`src/rtl/cpu_pkg.sv`:
```
// Shared CPU definitions: opcodes, IR field positions and sequencer states.
// The STEP_WAIT state exists only when ALU_SEQ_SINGLE_STEP_EN is defined.
package cpu_pkg;

    localparam logic [4:0] OP_MOVSGPR = 5'h00;
    localparam logic [4:0] OP_MOV     = 5'h01;
    localparam logic [4:0] OP_ADD     = 5'h02;
    localparam logic [4:0] OP_SUB     = 5'h03;
    localparam logic [4:0] OP_MUL     = 5'h04;
    localparam logic [4:0] OP_ROR     = 5'h05;
    localparam logic [4:0] OP_RAND    = 5'h06;
    localparam logic [4:0] OP_RXOR    = 5'h07;
    localparam logic [4:0] OP_RXNOR   = 5'h08;
    localparam logic [4:0] OP_RNAND   = 5'h09;
    localparam logic [4:0] OP_RNOR    = 5'h0A;
    localparam logic [4:0] OP_RNOT    = 5'h0B;
    localparam logic [4:0] OP_HALT    = 5'h1F;

    // IR field bit positions shared with the datapath decoder
    localparam int OPER_HI      = 31;
    localparam int OPER_LO      = 27;
    localparam int RDST_HI      = 26;
    localparam int RDST_LO      = 22;
    localparam int RSRC1_HI     = 21;
    localparam int RSRC1_LO     = 17;
    localparam int IMM_MODE_BIT = 16;
    localparam int RSRC2_HI     = 15;
    localparam int RSRC2_LO     = 11;
    localparam int ISRC_HI      = 15;
    localparam int ISRC_LO      = 0;

    typedef enum logic [2:0] {
        ST_IDLE,
        ST_FETCH,
        ST_DECODE,
        ST_EXEC,
        ST_MUL_WAIT,
        ST_HALT
`ifdef ALU_SEQ_SINGLE_STEP_EN
        , ST_STEP_WAIT
`endif
    } seq_state_e;

    function automatic logic op_is_defined(input logic [4:0] op);
        return op <= OP_RNOT;
    endfunction

endpackage

```
`src/rtl/alu_exec_sequencer.sv`:
```
// Fetch/decode/execute controller for the GPR/ALU datapath.
// Optional single-step gating under ALU_SEQ_SINGLE_STEP_EN.
module alu_exec_sequencer
    import cpu_pkg::*;
#(
    parameter int PC_W    = 8,
    parameter int MUL_LAT = 3,
    parameter int CNT_W   = 16
) (
    input  logic             clk,
    input  logic             rst_n,
    input  logic             start,
    output logic             imem_req,
    output logic [PC_W-1:0]  imem_addr,
    input  logic [31:0]      imem_rdata,
    input  logic             imem_valid,
    output logic [31:0]      ir,
    output logic             exec_en,
    output logic             busy,
    output logic             halted,
    output logic             illegal,
    output logic [CNT_W-1:0] retired,
    input  logic             step
);

    localparam logic [3:0] MUL_LOAD = 4'(MUL_LAT - 1);

    seq_state_e      state, state_nxt;
    logic [PC_W-1:0] pc;
    logic [3:0]      mul_cnt;
    logic [4:0]      opcode;

    assign opcode    = ir[OPER_HI:OPER_LO];
    assign imem_addr = pc;

`ifdef ALU_SEQ_SINGLE_STEP_EN
    localparam seq_state_e AFTER_INSN = ST_STEP_WAIT;

    logic step_q;
    logic step_rise;

    always_ff @(posedge clk or negedge rst_n) begin
        if (!rst_n) step_q <= 1'b0;
        else        step_q <= step;
    end

    assign step_rise = step & ~step_q;
`else
    localparam seq_state_e AFTER_INSN = ST_FETCH;

    logic step_unused;
    assign step_unused = step;
`endif

    always_ff @(posedge clk or negedge rst_n) begin
        if (!rst_n) begin
            state   <= ST_IDLE;
            pc      <= '0;
            ir      <= '0;
            illegal <= 1'b0;
            retired <= '0;
            mul_cnt <= '0;
        end else begin
            // NOTE: non-blocking so every register here sees pre-edge values of the others.
            state <= state_nxt;
            if (state == ST_FETCH && imem_valid) begin
                ir <= imem_rdata;
                pc <= pc + 1'b1;
            end
            if (state == ST_DECODE && opcode != OP_HALT && !op_is_defined(opcode))
                illegal <= 1'b1;
            if (state == ST_EXEC) begin
                retired <= retired + 1'b1;
                if (opcode == OP_MUL)
                    mul_cnt <= MUL_LOAD;
            end else if (state == ST_MUL_WAIT && mul_cnt != 4'd0) begin
                mul_cnt <= mul_cnt - 4'd1;
            end
        end
    end

    always_comb begin
        // NOTE: every output gets a default first so no path leaves one unassigned (no latches).
        state_nxt = state;
        imem_req  = 1'b0;
        exec_en   = 1'b0;
        busy      = 1'b1;
        halted    = 1'b0;
        unique case (state)
            ST_IDLE: begin
                busy = 1'b0;
                if (start) state_nxt = ST_FETCH;
            end
            ST_FETCH: begin
                imem_req = 1'b1;
                if (imem_valid) state_nxt = ST_DECODE;
            end
            ST_DECODE: begin
                if (opcode == OP_HALT)          state_nxt = ST_HALT;
                else if (!op_is_defined(opcode)) state_nxt = AFTER_INSN;
                else                             state_nxt = ST_EXEC;
            end
            ST_EXEC: begin
                exec_en = 1'b1;
                if (opcode == OP_MUL && MUL_LAT > 1) state_nxt = ST_MUL_WAIT;
                else                                 state_nxt = AFTER_INSN;
            end
            ST_MUL_WAIT: begin
                // Leave on the cycle whose decrement brings the counter to zero
                if (mul_cnt <= 4'd1) state_nxt = AFTER_INSN;
            end
            ST_HALT: begin
                busy   = 1'b0;
                halted = 1'b1;
            end
`ifdef ALU_SEQ_SINGLE_STEP_EN
            ST_STEP_WAIT: begin
                if (step_rise) state_nxt = ST_FETCH;
            end
`endif
            default: state_nxt = ST_IDLE;
        endcase
    end

endmodule

```
`config.mk`:
```
export PLATFORM = sky130hd
export DESIGN_NAME = alu_exec_sequencer
export DESIGN_NICKNAME = d
export VERILOG_FILES = /design/src/rtl/cpu_pkg.sv /design/src/rtl/alu_exec_sequencer.sv
export SDC_FILE = /design/constraint.sdc
export NUM_CORES = 1
export LEC_CHECK = 0
export ABC_AREA = 1
export BUFFER_PORTS_ARGS = -buffer_cell sky130_fd_sc_hd__clkbuf_2
export CAP_MARGIN = 20
export CORE_ASPECT_RATIO = 0.6
export CORE_MARGIN = 2
export CORE_UTILIZATION = 50
export CTS_CLUSTER_DIAMETER = 40
export DETAILED_ROUTE_END_ITERATION = 8
export PLACE_DENSITY = 0.79
export SETUP_SLACK_MARGIN = 0.02
export SYNTH_ARGS = -nofsm -noshare
export SYNTH_HDL_FRONTEND = slang
export SYNTH_SLANG_ARGS = --single-unit
export TNS_END_PERCENT = 100
```
`constraint.sdc`:
```
create_clock -name clk -period 1.4 [get_ports clk]
set_input_delay 0.28 -clock clk [delete_from_list [all_inputs] [get_ports clk]]
set_output_delay 0.28 -clock clk [all_outputs]
set_load 0.01 [all_outputs]
```
After elaboration in Yosys (flattened, before gate mapping)
Index checks and enable logic that the tools add are counted.
{"block": "classes", "add_sub_neg": 3, "mul": 0, "div_mod_pow": 0, "n_lt_le_gt_ge": 2, "n_eq_ne": 12, "shift": 0, "n_mux": 14, "n_bitwise": 1, "n_reduce_logical": 11}
{"operator": "case mux 3 bit (6 select lines)", "n": 1}
{"operator": "adder 16 x 1 -> 16 bit (second input constant)", "n": 1}
{"operator": "2-to-1 mux 3 bit", "n": 5}
{"operator": "2-to-1 mux 4 bit", "n": 3}
{"operator": "adder 8 x 1 -> 8 bit (second input constant)", "n": 1}
{"operator": "equality test 3 x 2 -> 1 bit (second input constant)", "n": 2}
{"operator": "equality test 3 bit (second input constant)", "n": 2}
{"operator": "equality test 5 x 3 -> 1 bit (second input constant)", "n": 1}
{"operator": "equality test 5 bit (second input constant)", "n": 1}
{"operator": "<= comparator 5 x 4 -> 1 bit (second input constant)", "n": 1}
{"operator": "inequality test 5 bit (second input constant)", "n": 1}
{"operator": "<= comparator 4 x 1 -> 1 bit (second input constant)", "n": 1}
{"operator": "logical AND 1 bit", "n": 4}
{"operator": "2-to-1 mux 1 bit", "n": 4}
{"operator": "inequality test 2 x 1 -> 1 bit (second input constant)", "n": 2}
{"operator": "inequality test 2 bit (second input constant)", "n": 2}
{"operator": "AND reduction 4 bit", "n": 1}
{"operator": "nonzero test 4 bit", "n": 1}
{"operator": "subtractor 4 x 1 -> 4 bit (second input constant)", "n": 1}
{"operator": "equality test 3 x 1 -> 1 bit (second input constant)", "n": 1}
{"operator": "zero test 3 bit", "n": 1}
{"operator": "2-to-1 mux 2 bit", "n": 1}
{"operator": "AND reduction 2 bit", "n": 1}
{"operator": "nonzero test 2 bit", "n": 1}
{"operator": "3 further kinds", "n": 3}
{"block": "word_totals", "register_bits": 64, "latch_bits": 0, "mem_bits_rw": 0, "rom_bits": 0, "inputBits": 37, "memories": 0}

Logic depth before layout (Yosys ltp)
Gate-level depths: netlist of run 1.
{"block": "depth", "word_depth": 4, "mapped_depth": 9}

Worst setup path after synthesis of run 1
OpenSTA, ideal clock, no wires.
{"block": "synth_path", "path_type": "flip-flop to flip-flop", "start": "register retired[2]", "end": "register retired[13]", "setup_time_ns": 0.117, "arrival_ns": 1.145, "t_required_ns": 1.283, "path_slack_ns": 0.138, "stages_incl_launch_ff": 8, "path_cell_list": "dfrtp_1 -> nand2_1 -> nor2_1 -> nand3_2 -> nor2_4 -> nand3_1 -> nand2_1 -> nand2_1"}
{"block": "synth_via", "elab_chain_len": 1}
{"element": "start, declared", "line_no": "alu_exec_sequencer.sv:22", "text": "output logic [CNT_W-1:0] retired,"}
{"element": "start signal, assigned", "line_no": "alu_exec_sequencer.sv:73", "text": "retired <= retired + 1'b1;"}
{"element": "adder 16 x 1 -> 16 bit", "line_no": "alu_exec_sequencer.sv:73"}
No other way between the ends.
A chain may end at the register's enable or synchronous reset.

Worst setup path after layout of run 1
{"block": "layout_path", "start": "register state[0]", "end": "output port busy"}
{"block": "layout_via", "elab_chain_len": 3, "elab_cells_between_ends": 4, "classes_between": "eq/ne: 1; mux: 1; reduce/logical: 2"}
{"element": "start, declared", "line_no": "alu_exec_sequencer.sv:28", "text": "seq_state_e state, state_nxt;"}
{"element": "start signal, assigned", "line_no": "alu_exec_sequencer.sv:65", "text": "state <= state_nxt;"}
{"element": "equality test 3 bit or zero test 3 bit (tied branches)", "line_no": "alu_exec_sequencer.sv:89", "text": "unique case (state)"}
{"element": "OR reduction 2 bit (no line) *"}
{"element": "2-to-1 mux 1 bit *", "line_no": "alu_exec_sequencer.sv:89"}
{"element": "end, declared", "line_no": "alu_exec_sequencer.sv:19", "text": "output logic busy,"}
Mark *: on every way between the ends. The rest lies on a longest branch, timed or not.

==> impl_metrics.tcl, run 1 <==
set metrics [dict create \
    io_pins 98 \
    cp.required_ps 1120 \
    fin_crit_ps 1550 \
    drive_above_1_share 0.350 \
    grt_usage 0.233 \
    dr.pass1.iters 4 \
    slew_headroom 0.767 \
    fin_nets 543 \
    wl_per_cell_um 14.7 \
    period_share 1.11 \
    drc 0 \
    instances_no_fill 585 \
    drtAntennaViolNets 0 \
    initial_core_util 0.528 \
    crit-reg2reg-launch "state[1]" \
    drtIter0Drc 137 \
    netlist_instances 367 \
    yosysMostFrequentCell "nand2_1" \
    crit_path_start_kind "flip-flop" \
    hold_class "input port to flip-flop" \
    finish.instance_area_um2 4320 \
    critPathCaptureType "output port" \
    critPathLaunch "state[0]" \
    fmax_mhz 646 \
    yosysWarnings 0 \
    finalWirelength_mm 8.59 \
    synth_seq_cells 64 \
    powerDensity_nw_per_um2 2040 \
    io_buffer_count 96 \
    placed_cells 544 \
    post_drt_via_cell_ratio 4.96 \
    pre_cts_ws_ps 10.5 \
    die_area_um2 6650 \
    n_antenna_cell 0 \
    worstPathArrival_ps 1270 \
    ys_async_sr_fraction 1.00 \
    yosysSeqAreaShare 0.534 \
    syn_area_per_cell_um2 8.17 \
    std_cell_rows 21 \
    synth_area_um2 3000 \
    synthTopCellsByArea "dfrtp_1, nand2_1, nor2_1" \
    worstHoldStart "imem_rdata[18]" \
    root_buffer "clkbuf_8" \
    crit_type "flip-flop to output port" \
    syn_nets 409 \
    core_area_um2 5680 \
    cts_buffer_depth 2 \
    clk_pin_slew_ps 70 \
    yosysTopAreaCellShare 0.534 \
    post-dp-hpwl_mm 4.85 \
    grt_pass1_vias 2673 \
    fin_ws_ps -149 \
    setup_viol 34 \
    drv_slew 0 \
    finClkSkew_ps 11.1 \
    grt_max_degree 65 \
    htreeDepth 3 \
    synth_largest_area_cell "dfrtp_1" \
    antenna_found_initial 0 \
    tightest_slew_ps 349 \
    synthFlopType "dfrtp_1" \
    grt_pass1_wl_mm 12.2 \
    synth_common_cells "nand2_1, dfrtp_1, nor2_1" \
    synth_cell_types 27 \
    syn_to_final_growth_pct 44.0 \
    die_h_um 64.0 \
    p_leak_nw 2.33 \
    maxCapViolCount 0 \
    dpl_cell_area_um2 3620 \
    crit_fanout 4 \
    cts_tree "done" \
    cts_buffers 9 \
    route.vias.total 2899 \
    tns_ps -2320 \
    status "finished with violations" \
    rsz0062_at_grt "true" \
    finalHoldViolations 0 \
    synth-edff-count 0 \
    die_width_um 104 \
    irDropWorstVdd_v 0.00112 \
    gp_congestion 0.880 \
    hold-worst-slack_ps 120 \
    violations "negative setup slack" \
    grt_overflow 0 \
    clkLatencyLatePin_ps 350 \
    cts_sinks 64 \
]
## report_power, final
| group | leakage [nW] | switching [mW] | internal [mW] |
|---|---|---|---|
| Combinational | 1.41 | 2.13 | 1.75 |
| Clock | 0.108 | 0.758 | 1.04 |
| Sequential | 0.814 | 0.601 | 2.53 |
| Total | 2.33 | 3.49 | 5.31 |
## worst max-delay path, stage by stage, from the launching register on
cell	delay (ps)
dfrtp_2	460
nand2_4	140
nor2_4	50
a21oi_2	120
clkbuf_2	150
## final timing paths
path / cells past startpoint / end / slack [ps]
worst max-delay path: 4 / busy / -150
worst min register to register: 2 / ir[13] / 480
min in group asynchronous: 3 / ir[18] / 480
worst max register to register: 9 / ir[15] / -100
max in group asynchronous: 3 / state[2] / 600
worst min-delay path: 3 / ir[18] / 120
## placed cells by master, fill, tap and decap left out, drive strengths merged, types with 5 or more instances in the layout
master and n:
buf 31, clkbuf 108, dfrtp 64, ha 5, inv 25, nand2 181
nand3 10, nand3b 5, nand4 5, nor2 30, o21ai 10, xnor2 6
xor2 8
## layout make-up
| type | instances | area (um2) |
|---|---|---|
| fillers | 404 | 1360 |
| clock inverters | 5 | 81.3 |
| well taps | 80 | 100 |
| multi-input cells | 270 | 1350 |
| clock buffers | 10 | 138 |
| repair buffers | 130 | 922 |
| repair inverters | 1 | 8.76 |
| flip-flops and latches | 64 | 1610 |
| inverters | 25 | 109 |
## metal layers
| layer | routed length [um] | GRT usage | vias to the layer above |
|---|---|---|---|
| li1 | - | - | 1397 |
| met2 | 4070 | 0.375 | 120 |
| met3 | 727 | 0.0745 | 9 |
| met1 | 3720 | 0.306 | 1373 |
| met5 | 0 | 0 | - |
| met4 | 76 | 0.0709 | 0 |
## cell families after synthesis
logic type | share of synthesized area
fa+ha+maj | 0.0209
flops | 0.534
xor+xnor | 0.0409
simple gates | 0.329
compound gates | 0.0271
buf+inv | 0.0480
## registers in the layout, summed over array words and instances, names as in the netlist
signal / flops
imem_addr: 8
retired: 16
ir: 32
mul_cnt: 4
state: 3
illegal: 1
## through the flow
step	util	total power [mW]
final	0.761	8.80
after global routing	0.761	9.34
after CTS	0.702	7.99
after detailed placement	0.638	5.96
after global placement	0.638	5.83
after floorplan	-	4.74
## timing repair
action	CTS	global route
gates resized for setup	27	25
endpoints found under the hold margin	64	0
setup buffers	7	10
gates cloned	0	9
hold buffers	1	0
endpoints found under the setup margin	9	55
pin swaps	7	6
Note: power is estimated with default switching activity, not from simulation.
==> run 2: changes to the inputs <==
--- a/config.mk
+++ b/config.mk
@@ -5,7 +5,6 @@
 export SDC_FILE = /design/constraint.sdc
 export NUM_CORES = 1
 export LEC_CHECK = 0
-export ABC_AREA = 1
 export BUFFER_PORTS_ARGS = -buffer_cell sky130_fd_sc_hd__clkbuf_2
 export CAP_MARGIN = 20
 export CORE_ASPECT_RATIO = 0.6
@@ -13,7 +12,7 @@
 export CORE_UTILIZATION = 50
 export CTS_CLUSTER_DIAMETER = 40
 export DETAILED_ROUTE_END_ITERATION = 8
-export PLACE_DENSITY = 0.79
+export PLACE_DENSITY = 0.8
 export SETUP_SLACK_MARGIN = 0.02
 export SYNTH_ARGS = -nofsm -noshare
 export SYNTH_HDL_FRONTEND = slang
==> constraint.sdc (replaced) <==
create_clock -name clk -period 1.7 [get_ports clk]
set_input_delay 0.34 -clock clk [delete_from_list [all_inputs] [get_ports clk]]
set_output_delay 0.34 -clock clk [all_outputs]
set_load 0.01 [all_outputs]
==> run 2 against run 1 <==
  * The flow finishes with violations (negative hold slack)
  * Critical path type is now flip-flop to flip-flop
  * Worst hold slack worse by 120 ps
  * Clock power down 32%
  * Register-to-register slack better by 110 ps
  * Sequential power down 18%
  * Area after synthesis down 6.3%
  * Highest routed layer unchanged
  * Critical path depth up 3
==> impl_metrics.tcl, run 2 <==
set metrics [dict create \
    status "finished with violations" \
    violations "negative hold slack" \
    drtAntennaViolNets 0 \
    irDropWorstVdd_v 0.000980 \
    hold-worst-slack_ps -1.07 \
    period_share 0.992 \
    drive_above_1_share 0.530 \
    multi_input_area_um2 1210 \
    post-dp-hpwl_mm 4.00 \
    fin_nets 385 \
    netlist_instances 215 \
    syn_nets 257 \
    yosysWarnings 0 \
    cts_tree "done" \
    synth_largest_area_cell "dfrtp_1" \
    synth-edff-count 0 \
    drc 0 \
    rsz0062_at_grt "true" \
    dr.pass1.iters 4 \
    finalHoldViolations 1 \
    setup_viol 0 \
    critical-path-max-stage-delay_ps 410 \
    grt_overflow 0 \
    placed_cells 382 \
    cts_sinks 64 \
    r2r-end "imem_addr[7]" \
    nFillCells 382 \
    grt_usage 0.191 \
    rrSetupSlack_ps 10 \
    power_mw 6.73 \
    powerDensity_nw_per_um2 1720 \
    hold_class "input port to asynchronous set/reset pin" \
    std_cell_rows 21 \
    drtIter0Drc 70 \
    path_cells "buf_6, nor4bb_4, buf_4, buf_12, and3_4, nand4_1, xnor2_1" \
    largest_register "ir" \
    yosysTopAreaCellShare 0.570 \
    antenna_found_initial 0 \
    fmax_mhz 593 \
    die_area_um2 6260 \
    syn_area_per_cell_um2 13.1 \
    synth_area_um2 2810 \
    initial_core_util 0.512 \
    r2r_cells 7 \
    core_area_um2 5490 \
    final_cell_mix "clkbuf_2, dfrtp_1, mux2_2" \
    cts_buffers 9 \
    synthTopCellsByArea "dfrtp_1, mux2_2, xnor2_1" \
    gp_congestion 0.868 \
    die_width_um 101 \
    crit_path_start_kind "flip-flop" \
    crit_type "flip-flop to flip-flop" \
    io_pins 98 \
    synth_cell_types 34 \
    synth_common_cells "dfrtp_1, mux2_2, xnor2_1" \
    p_leak_nw 1.98 \
    wl_per_cell_um 14.5 \
    yosysMostFrequentCell "dfrtp_1" \
    mostFrequentLayoutCell "clkbuf_2" \
    ys_async_sr_fraction 1.00 \
    grt_pass1_wl_mm 8.81 \
    clk_pin_slew_ps 70 \
    finClkSkew_ps 6.25 \
    finalWirelength_mm 6.05 \
    io_buffer_count 96 \
    n_antenna_cell 0 \
    synth_seq_cells 64 \
    drv_slew 0 \
    crit-reg2reg-launch "state[2]" \
    route.vias.total 2084 \
    yosysSeqAreaShare 0.570 \
    synthFlopType "dfrtp_1" \
    cp.required_ps 1920 \
    maxCapViolCount 0 \
    tightest_slew_ps 367 \
    worstPathArrival_ps 1910 \
    instances_no_fill 416 \
    critPathCaptureType "flip-flop" \
    crit_fanout 8 \
    post_drt_via_cell_ratio 5.01 \
    clkLatencyLatePin_ps 330 \
    largest_reg_flops 32 \
    grt_pass1_vias 1818 \
    root_buffer "clkbuf_8" \
    die_h_um 62.1 \
    regArea_um2 1600 \
    syn_to_final_growth_pct 39.3 \
    fin_crit_ps 1690 \
    crit_path_top_delay_cell "dfrtp_1" \
    cts_buffer_depth 2 \
    htreeDepth 3 \
    slew_headroom 0.755 \
    hold_buffers 0 \
    grt_max_degree 65 \
    fin_util 0.713 \
]
## run 2: cell types whose count changed in the layout (fill, tap and decap cells not counted), sizes merged, moves of 3 or more
| cell | change |
|---|---|
| nand2b | +4 |
| o21ai | -3 |
| nand3b | -3 |
| xnor2 | +11 |
| inv | -20 |
| nor2 | -24 |
| mux2 | +32 |
| nand2 | -168 |
| and3 | +6 |
## run 2: layout make-up
type | instances | share of cell area
flip-flops and latches | 64 | 0.409
clock inverters | 2 | 0.00320
repair buffers | 124 | 0.205
well taps | 69 | 0.0221
inverters | 5 | 0.00543
clock buffers | 13 | 0.0457
multi-input cells | 139 | 0.309
## run 2: critical path, delay by kind of cell (launching register included)
kind | cells | cell delay, ps
flops | 1 | 410
simple gates | 3 | 570
buf+inv | 3 | 440
xor+xnor | 1 | 150
## run 2: worst max path at each step
stage / from / endpoint / slack [ps]
floorplan: state[1] / ir[6] / 160
global placement: imem_valid / imem_addr[7] / 90
detailed placement: imem_valid / imem_addr[7] / 50
CTS: state[2] / busy / -4
global route: state[2] / imem_addr[7] / -50
finish: state[2] / imem_addr[7] / 10
## run 2: stage by stage
| stage | setup TNS (ps) | area (um2) | hold WS (ps) | setup WS, ps |
|---|---|---|---|---|
| 6_report | 0 | 3920 | -1.07 | 13.3 |
| 5_1_grt | -257 | 3920 | 39.7 | -49.6 |
| 4_1_cts | -3.92 | 3650 | 22.5 | -3.92 |
| 3_5_place_dp | 0 | 3430 | 379 | 45.8 |
| 3_3_place_gp | 0 | 3430 | 381 | 88.1 |
| 2_1_floorplan | 0 | 2810 | 44.4 | 156 |
## run 2: per-layer routing
metal | routed length (um) | GRT usage | part of all wire
met5 | 0 | 0 | 0
met4 | 28 | 0.0646 | 0.0046
met3 | 342 | 0.0738 | 0.057
met2 | 2800 | 0.292 | 0.46
met1 | 2880 | 0.255 | 0.48
## run 2: kinds of logic after synthesis
logic type | after synthesis | synth area share
DFF | 64 | 0.570
and+or+nand+nor | 62 | 0.142
muxes | 34 | 0.135
xor gates and xnor gates | 25 | 0.0779
AOI/OAI and AO/OA | 13 | 0.0276
buffers and inverters | 12 | 0.0258
adders and majority gates | 5 | 0.0223
## run 2: power by group
group	total, mW	switching, mW	internal (mW)
sequential	2.57	0.458	2.11
clock	1.22	0.539	0.678
combinational	2.94	1.31	1.64
total	6.73	2.30	4.43
## run 2: what timing repair did
| item | 4_1_cts | 5_1_grt |
|---|---|---|
| buffers inserted | 2 | 15 |
| cloned | 0 | 2 |
| resized for setup | 4 | 23 |
| endpoints found under the setup margin | 4 | 7 |
| pin swaps | 2 | 3 |
| endpoints found under the hold margin | 0 | 0 |
